File: config.mk
export PLATFORM = sky130hd
export DESIGN_NAME = alu_regfile_pipe
export DESIGN_NICKNAME = d
export VERILOG_FILES = /design/src/rtl/alu_regfile_pipe.sv
export SDC_FILE = /design/constraint.sdc
export NUM_CORES = 1
export LEC_CHECK = 0
export ABC_AREA = 1
export ABC_CLOCK_PERIOD_IN_PS = 3300
export CAP_MARGIN = 30
export CORE_MARGIN = 10
export CORE_UTILIZATION = 48
export CTS_CLUSTER_DIAMETER = 150
export DETAILED_ROUTE_END_ITERATION = 8
export HOLD_SLACK_MARGIN = 0.06
export MAX_ROUTING_LAYER = met4
export PLACE_DENSITY = 0.75
export SYNTH_ARGS = -nofsm -noshare
export SYNTH_HDL_FRONTEND = slang
export SYNTH_SLANG_ARGS = --single-unit
File: constraint.sdc
create_clock -name clk -period 3.3 [get_ports clk]
set_input_delay 0.33 -clock clk [delete_from_list [all_inputs] [get_ports clk]]
set_output_delay 0.33 -clock clk [all_outputs]
set_load 0.05 [all_outputs]
File: src/rtl/alu_regfile_pipe.sv
`default_nettype none
// +--------------------------------------------------------------------------+
// | alu_regfile_pipe: two-stage ALU / register-file datapath with valid/ready |
// | Revision: 1.0                                                            |
// +--------------------------------------------------------------------------+
module alu_regfile_pipe #(
  parameter  int WIDTH = 8,
  parameter  int NREGS = 8,
  localparam int AW    = $clog2(NREGS)
) (
  input  logic             clk,
  input  logic             rst,
  input  logic             in_valid,
  output logic             in_ready,
  input  logic [2:0]       in_op,
  input  logic [AW-1:0]    in_rs1,
  input  logic [AW-1:0]    in_rs2,
  input  logic [AW-1:0]    in_rd,
  input  logic             in_we,
  input  logic [WIDTH-1:0] in_imm,
  output logic             out_valid,
  input  logic             out_ready,
  output logic [WIDTH-1:0] out_result,
  output logic             out_zero,
  output logic             out_carry,
  output logic [AW-1:0]    out_rd
);

  localparam logic [2:0] c_OP_AND  = 3'b000;
  localparam logic [2:0] c_OP_OR   = 3'b001;
  localparam logic [2:0] c_OP_NAND = 3'b010;
  localparam logic [2:0] c_OP_NOR  = 3'b011;
  localparam logic [2:0] c_OP_XOR  = 3'b100;
  localparam logic [2:0] c_OP_ADD  = 3'b101;
  localparam logic [2:0] c_OP_SUB  = 3'b110;
  localparam logic [2:0] c_OP_LDI  = 3'b111;

  logic [WIDTH-1:0] r_regs [NREGS];

  logic             r_a_valid;
  logic [2:0]       r_a_op;
  logic [AW-1:0]    r_a_rs1;
  logic [AW-1:0]    r_a_rs2;
  logic [AW-1:0]    r_a_rd;
  logic             r_a_we;
  logic [WIDTH-1:0] r_a_imm;

  logic             r_b_valid;
  logic [WIDTH-1:0] r_b_result;
  logic             r_b_zero;
  logic             r_b_carry;
  logic [AW-1:0]    r_b_rd;
  logic             r_b_we;

  logic             w_b_leave;
  logic             w_a_adv;
  logic             w_fwd1;
  logic             w_fwd2;
  logic [WIDTH-1:0] w_opa;
  logic [WIDTH-1:0] w_opb;
  logic [WIDTH:0]   w_alu;
  logic             w_zero;

  assign w_b_leave = r_b_valid && out_ready;
  assign w_a_adv   = r_a_valid && (!r_b_valid || w_b_leave);
  assign in_ready  = !r_a_valid || w_a_adv;

  // The retiring result is written on the same edge the operands are consumed,
  // so bypass it around the register file.
  assign w_fwd1 = w_b_leave && r_b_we && (r_b_rd == r_a_rs1);
  assign w_fwd2 = w_b_leave && r_b_we && (r_b_rd == r_a_rs2);
  assign w_opa  = w_fwd1 ? r_b_result : r_regs[r_a_rs1];
  assign w_opb  = w_fwd2 ? r_b_result : r_regs[r_a_rs2];

  // Bit WIDTH carries the ADD carry-out or the SUB borrow; zero for other ops.
  always_comb begin
    w_alu = '0;
    case (r_a_op)
      c_OP_AND:  w_alu = {1'b0, w_opa & w_opb};
      c_OP_OR:   w_alu = {1'b0, w_opa | w_opb};
      c_OP_NAND: w_alu = {1'b0, ~(w_opa & w_opb)};
      c_OP_NOR:  w_alu = {1'b0, ~(w_opa | w_opb)};
      c_OP_XOR:  w_alu = {1'b0, w_opa ^ w_opb};
      c_OP_ADD:  w_alu = {1'b0, w_opa} + {1'b0, w_opb};
      c_OP_SUB:  w_alu = {1'b0, w_opa} - {1'b0, w_opb};
      c_OP_LDI:  w_alu = {1'b0, r_a_imm};
      default:   w_alu = '0;
    endcase
  end

  assign w_zero = (w_alu[WIDTH-1:0] == '0);

  always_ff @(posedge clk) begin
    if (rst) begin
      r_a_valid <= 1'b0;
      r_a_op    <= '0;
      r_a_rs1   <= '0;
      r_a_rs2   <= '0;
      r_a_rd    <= '0;
      r_a_we    <= 1'b0;
      r_a_imm   <= '0;
    end else if (in_ready) begin
      r_a_valid <= in_valid;
      if (in_valid) begin
        r_a_op  <= in_op;
        r_a_rs1 <= in_rs1;
        r_a_rs2 <= in_rs2;
        r_a_rd  <= in_rd;
        r_a_we  <= in_we;
        r_a_imm <= in_imm;
      end
    end
  end

  always_ff @(posedge clk) begin
    if (rst) begin
      r_b_valid  <= 1'b0;
      r_b_result <= '0;
      r_b_zero   <= 1'b0;
      r_b_carry  <= 1'b0;
      r_b_rd     <= '0;
      r_b_we     <= 1'b0;
    end else if (w_a_adv) begin
      r_b_valid  <= 1'b1;
      r_b_result <= w_alu[WIDTH-1:0];
      r_b_zero   <= w_zero;
      r_b_carry  <= w_alu[WIDTH];
      r_b_rd     <= r_a_rd;
      r_b_we     <= r_a_we;
    end else if (w_b_leave) begin
      r_b_valid  <= 1'b0;
    end
  end

  always_ff @(posedge clk) begin
    if (rst) begin
      for (int i = 0; i < NREGS; i++) begin
        r_regs[i] <= '0;
      end
    end else if (w_b_leave && r_b_we) begin
      r_regs[r_b_rd] <= r_b_result;
    end
  end

  assign out_valid  = r_b_valid;
  assign out_result = r_b_result;
  assign out_zero   = r_b_zero;
  assign out_carry  = r_b_carry;
  assign out_rd     = r_b_rd;

endmodule
`default_nettype wire

; ---- Yosys cells after proc, flatten, opt, wreduce, memory -nomap -nowiden
; Memory sizes are Yosys's and may differ from the RTL's. A register that Yosys moved wholly into a read port is not among the register bits.
; Cells that the tools add are included.
[totals]
n_memories = 1
elab_cells = 61
register_bits = 37
mem_bits_rw = 64
[op_classes]
n_addsub = 2
bitwise_logic = 5
reduce_logical = 14
n_eq_ne = 9
n_mux = 17
[memory_table]
columns = memory, words, word_bits, read_ports, rd_ports_with_merged_regs, wr, line
row1 = r_regs, 8, 8, 2, 2, 8, 38  ; logic [WIDTH-1:0] r_regs [NREGS];
[ops]
columns = operator, n
row1 = $pmux 9 s8, 1
row2 = $mux 8, 3
row3 = $not 8->8, 2
row4 = $mux 3, 5
row5 = $eq 3x3->1 const B, 4
row6 = $add 8x8->9, 1
row7 = $sub 8x8->9, 1
row8 = $and 8x8->8, 1
row9 = $logic_not 8->1, 1
row10 = $mux 1, 8
row11 = $or 8x8->8, 1
row12 = $reduce_or 8->1, 1
row13 = $xor 8x8->8, 1
row14 = $eq 3x2->1 const B, 2
row15 = $eq 3x3->1, 2
row16 = $logic_and 1x1->1, 5
row17 = $eq 3x1->1 const B, 1
row18 = $logic_not 3->1, 1
row19 = $logic_not 1->1, 2
row20 = $logic_or 1x1->1, 2
row21 = $reduce_and 2->1, 1
row22 = $reduce_bool 2->1, 1

; ---- Logic depth before layout (Yosys ltp)
[depth]
depth_word = 8
ltp_mapped = 28
mapped_depth_nobuf = 28

; ---- Worst setup path after synthesis
; No wires, ideal clock.
[synth_path]
path_kind = register to register
start = register r_b_rd[2] (netlist: out_rd[2])
end = register r_b_zero (netlist: out_zero)
period_less_slack_ns = 3.431
path_buffers = 0
stages_incl_launch_ff = 28
path_slack_ns = -0.131
required_time_ns = 3.230
setup_ns = 0.070
arrival_ns = 3.361
cell_sequence = dfxtp_1 -> inv_2 -> nand2_1 -> nand2_1 -> nor2_2 -> nand2_4 -> clkinv_4 -> nand2_1 -> nand2_1 -> inv_1 -> ha_1 -> nand3_1 -> nor2_1 -> inv_1 -> nand2_1 -> xor2_1 -> ha_1 -> nand2_1 -> or2_2 -> nand3_1 -> nand2_1 -> nand3_1 -> nand2_1 -> nand2_1 -> nand2_1 -> nor2_1 -> nand3_1 -> a21oi_1
[synth_between]
elab_chain_cells = 7
elab_cells_between_ends = 15
cone_classes = add/sub (2) / eq/ne (2) / mux (3) / bitwise (5) / reduce/logical (3)
[synth_lines]
columns = item, line
row1 = from (decl), 52  ; logic [AW-1:0] r_b_rd;
row2 = from (signal assigned), 128  ; r_b_rd <= r_a_rd;
row3 = branches (longest 5 deep; another with $sub 8x8->9), -
row4 = $pmux 9 s8 (*), 78  ; case (r_a_op)
row5 = $logic_not 8->1 (*), 91  ; assign w_zero = (w_alu[WIDTH-1:0] == '0);
row6 = to (signal assigned), 126  ; r_b_zero <= w_zero;
row7 = to (decl), 50  ; logic r_b_zero;
; Mark *: on every way between the ends.
; A chain may end at the register's enable or synchronous reset.

==> results_dict.tcl <==
set metrics [dict create \
    outcome "finished clean" \
    detail_route.wirelength_mm 19.8 \
    die_height_um 135 \
    grt_start_max_net_pins 42 \
    detailedRoute.firstPassIterationCount 6 \
    postSynth.asyncResetShare_pct 0 \
    hpwlAfterDp_mm 14.6 \
    design.die.area_sq_um 18300 \
    cts_made_buffers 9 \
    finalCritPeriodShare_pct 96.8 \
    register_bit_count_reported_by_yosys 107 \
    post_drt_wl_per_cell_um 17.5 \
    drc 0 \
    final.fill_count 1177 \
    r2r_slack_ns 0.10 \
    timing.final.crit_period_ns 3.20 \
    synth.yosys.seq_area_share_pct 43.6 \
    worstRegToRegCells 25 \
    yosysTopAreaCell "edfxtp_1" \
    syn-num-nets 902 \
    die_width_um 135 \
    fmax_mhz 313 \
    yosysUniqueCellTypes 38 \
    layout_common_cells "nand2_1, nor2_1, inv_1" \
    ctsRootBufferMaster "clkbuf_16" \
    maxCapViolCount 0 \
    post_drt_via_cell_ratio 5.51 \
    post-place-cells 1100 \
    path_max_fanout 7 \
    antenna_violations_before_repair 0 \
    syn2layout_area_growth_pct 25.2 \
    synthFlopType "edfxtp_1" \
    final_stage_net_count 1002 \
    floorplan.initialDensity_pct 48.6 \
    setup-tns-final_ns 0 \
    number_of_cell_rows 42 \
    max_slew_margin_pct 61.7 \
    synthesis.area_sq_um 6390 \
    worst_setup_path_end_kind "flip-flop" \
    io_buffers 39 \
    hold-worst-slack_ns 0.484 \
    cp-start-kind "flip-flop" \
    ys_warn_count 0 \
    final_layout_size_suffix_gt1_share_pct 18.1 \
    cts_sinks 107 \
    slew_viol_final 0 \
    post_synth_main_area_contributors "edfxtp_1, dfxtp_1, nand2_1" \
    detailedPlace.worstSlack_ns -0.264 \
    holdCritPathClass "flip-flop to flip-flop" \
    cp.arrival_ns 3.49 \
    type_of_the_setup_path_with_the_least_slack "flip-flop to flip-flop" \
    route.vias.total 6236 \
    n_antenna_cell 0 \
    leakage_nw 3.43 \
    cts.path.max_buffers 2 \
    syn-instance-count 851 \
    groute.usage.overall_pct 21.5 \
    hold_start "r_a_rd[2]" \
    grt_overflow 0 \
    clock_tree_from_tritoncts "built" \
    setup_viol 0 \
    irDropWorstVdd_uv 316 \
    pwr_dens_nw_per_um2 476 \
    cts_clock_pin_slew_for_the_worst_setup_and_hold_paths_ns 0.08 \
    setup_repair_after_global_routing_missed_its_margin "true" \
    via_count_of_the_first_global_routing_pass 5588 \
    required_ns 3.59 \
    hold_buffers 0 \
    mostFrequentLayoutCell "nand2_1" \
    post_synth.cell_area_avg_sq_um 7.51 \
    yosys.area.top_type_share_pct 30.1 \
    timing.critical_path.to "out_zero" \
    reg2reg_to "out_zero" \
    wire_length_of_the_first_global_routing_pass_mm 29.9 \
    ant_nets 0 \
    htree_num_levels 3 \
    num_io_pins 40 \
    drt_first_iter_violations 548 \
    clk_skew_ns 0.00787 \
    layout.core_utilization_pct 60.9 \
    synth-edff-count 64 \
    gp_routability_congestion 1.05 \
    tightestPinTransition_ns 0.572 \
    clk-insertion-delay-late_ns 0.36 \
    worst_slack_ns 0.104 \
    core_sq_um 13100 \
    finalHoldViolCount 0 \
    finish.cell_count_without_fillers 1132 \
]
==> critical path, stage by stage (launching register included) <==
cell	delay (ns)
dfxtp_4	0.39
buf_6	0.15
nor2_2	0.10
nor2_1	0.04
o21ai_1	0.07
nand3_1	0.14
nand3_2	0.10
nand2_2	0.07
inv_2	0.08
ha_4	0.14
nand3_4	0.07
nor2_4	0.12
inv_2	0.05
o21ai_2	0.13
xor2_1	0.17
ha_1	0.29
a21oi_2	0.15
o21a_1	0.15
nand3b_1	0.09
nand3_1	0.08
nand2_1	0.06
nand2_1	0.08
nand2_1	0.06
nor2_1	0.11
nand3_1	0.09
a21oi_2	0.14
==> stage by stage <==
step	area, sq um	total power [mW]
floorplan	6390	2.21
global placement	7340	2.62
detailed placement	7340	2.63
CTS	7640	3.69
global route	8000	4.00
finish	8000	3.81
==> state kept, by name (all words and copies together) (netlist names), 3 cells and up, named ones only <==
register    cells
out_result      8
r_regs         64
out_rd          3
r_a_imm         8
r_a_op          3
r_a_rs1         3
r_a_rd          3
r_a_rs2         3
==> cells in the mapped netlist, types with 2 or more instances <==
cell	n
nand4_1	5
clkinv_1	7
a21oi_1	56
xnor2_1	3
o211ai_1	9
buf_4	2
o21ai_1	6
or2_2	4
nand3b_1	6
buf_6	3
nand2_4	4
buf_2	7
nand2_2	7
o22ai_1	3
o311ai_0	2
a22oi_1	4
nor2_1	136
nand3_1	81
xor2_1	5
dfxtp_1	43
inv_1	83
nor2_2	5
inv_2	7
nand2_1	162
edfxtp_1	64
o21ai_0	80
ha_1	25
clkbuf_1	20
nor3_1	3
==> per-layer routing <==
metal	GRT usage, %	part of all wire [%]	up-vias
met1	26.6	42	2956
met2	34.5	49	222
li1	-	-	3020
met4	8.97	2.5	0
met5	-	0	-
met3	3.26	5.9	38
==> power by group <==
part,internal (mW),switching (mW),leakage (nW)
combinational,0.508,0.712,2.27
sequential,1.47,0.0525,1.02
clock,0.534,0.527,0.146
total,2.52,1.29,3.43
==> final cells by class <==
| class | count | area [sq um] | area share [%] |
|---|---|---|---|
| Multi-Input combinational cell | 614 | 3230 | 40.4 |
| Sequential cell | 107 | 2800 | 35.0 |
| Timing Repair Buffer | 121 | 1070 | 13.4 |
| Inverter | 98 | 382 | 4.77 |
| Clock buffer | 9 | 225 | 2.82 |
| Tap cell | 176 | 220 | 2.75 |
| Clock inverter | 7 | 66.3 | 0.829 |
==> worst min path at each step <==
stage,cells after the start,slack [ns],to
CTS,2,0.49,r_a_rd[2]
floorplan,1,0.39,out_valid
global route,2,0.51,flip-flop
finish,2,0.48,r_a_rd[2]
detailed placement,2,0.47,r_a_rd[2]
global placement,2,0.46,r_a_we
==> timing repair <==
| action | CTS | global route |
|---|---|---|
| setup buffers | 0 | 15 |
| cloned | 0 | 1 |
| endpoints found under the setup margin | 1 | 6 |
| resized for setup | 3 | 65 |
| pin swaps | 0 | 37 |
==> cell families (layout without fill, tap and decap cells) <==
logic type	Yosys count	after routing	synth area share, %
and+or+nand+nor	418	418	28.3
AOI/OAI and AO/OA	162	162	13.5
adders and majority gates	26	26	5.21
DFF	107	107	43.6
xor gates and xnor gates	8	8	1.10
buffers and inverters	130	235	8.32
Power figures use the tool's default switching activity.
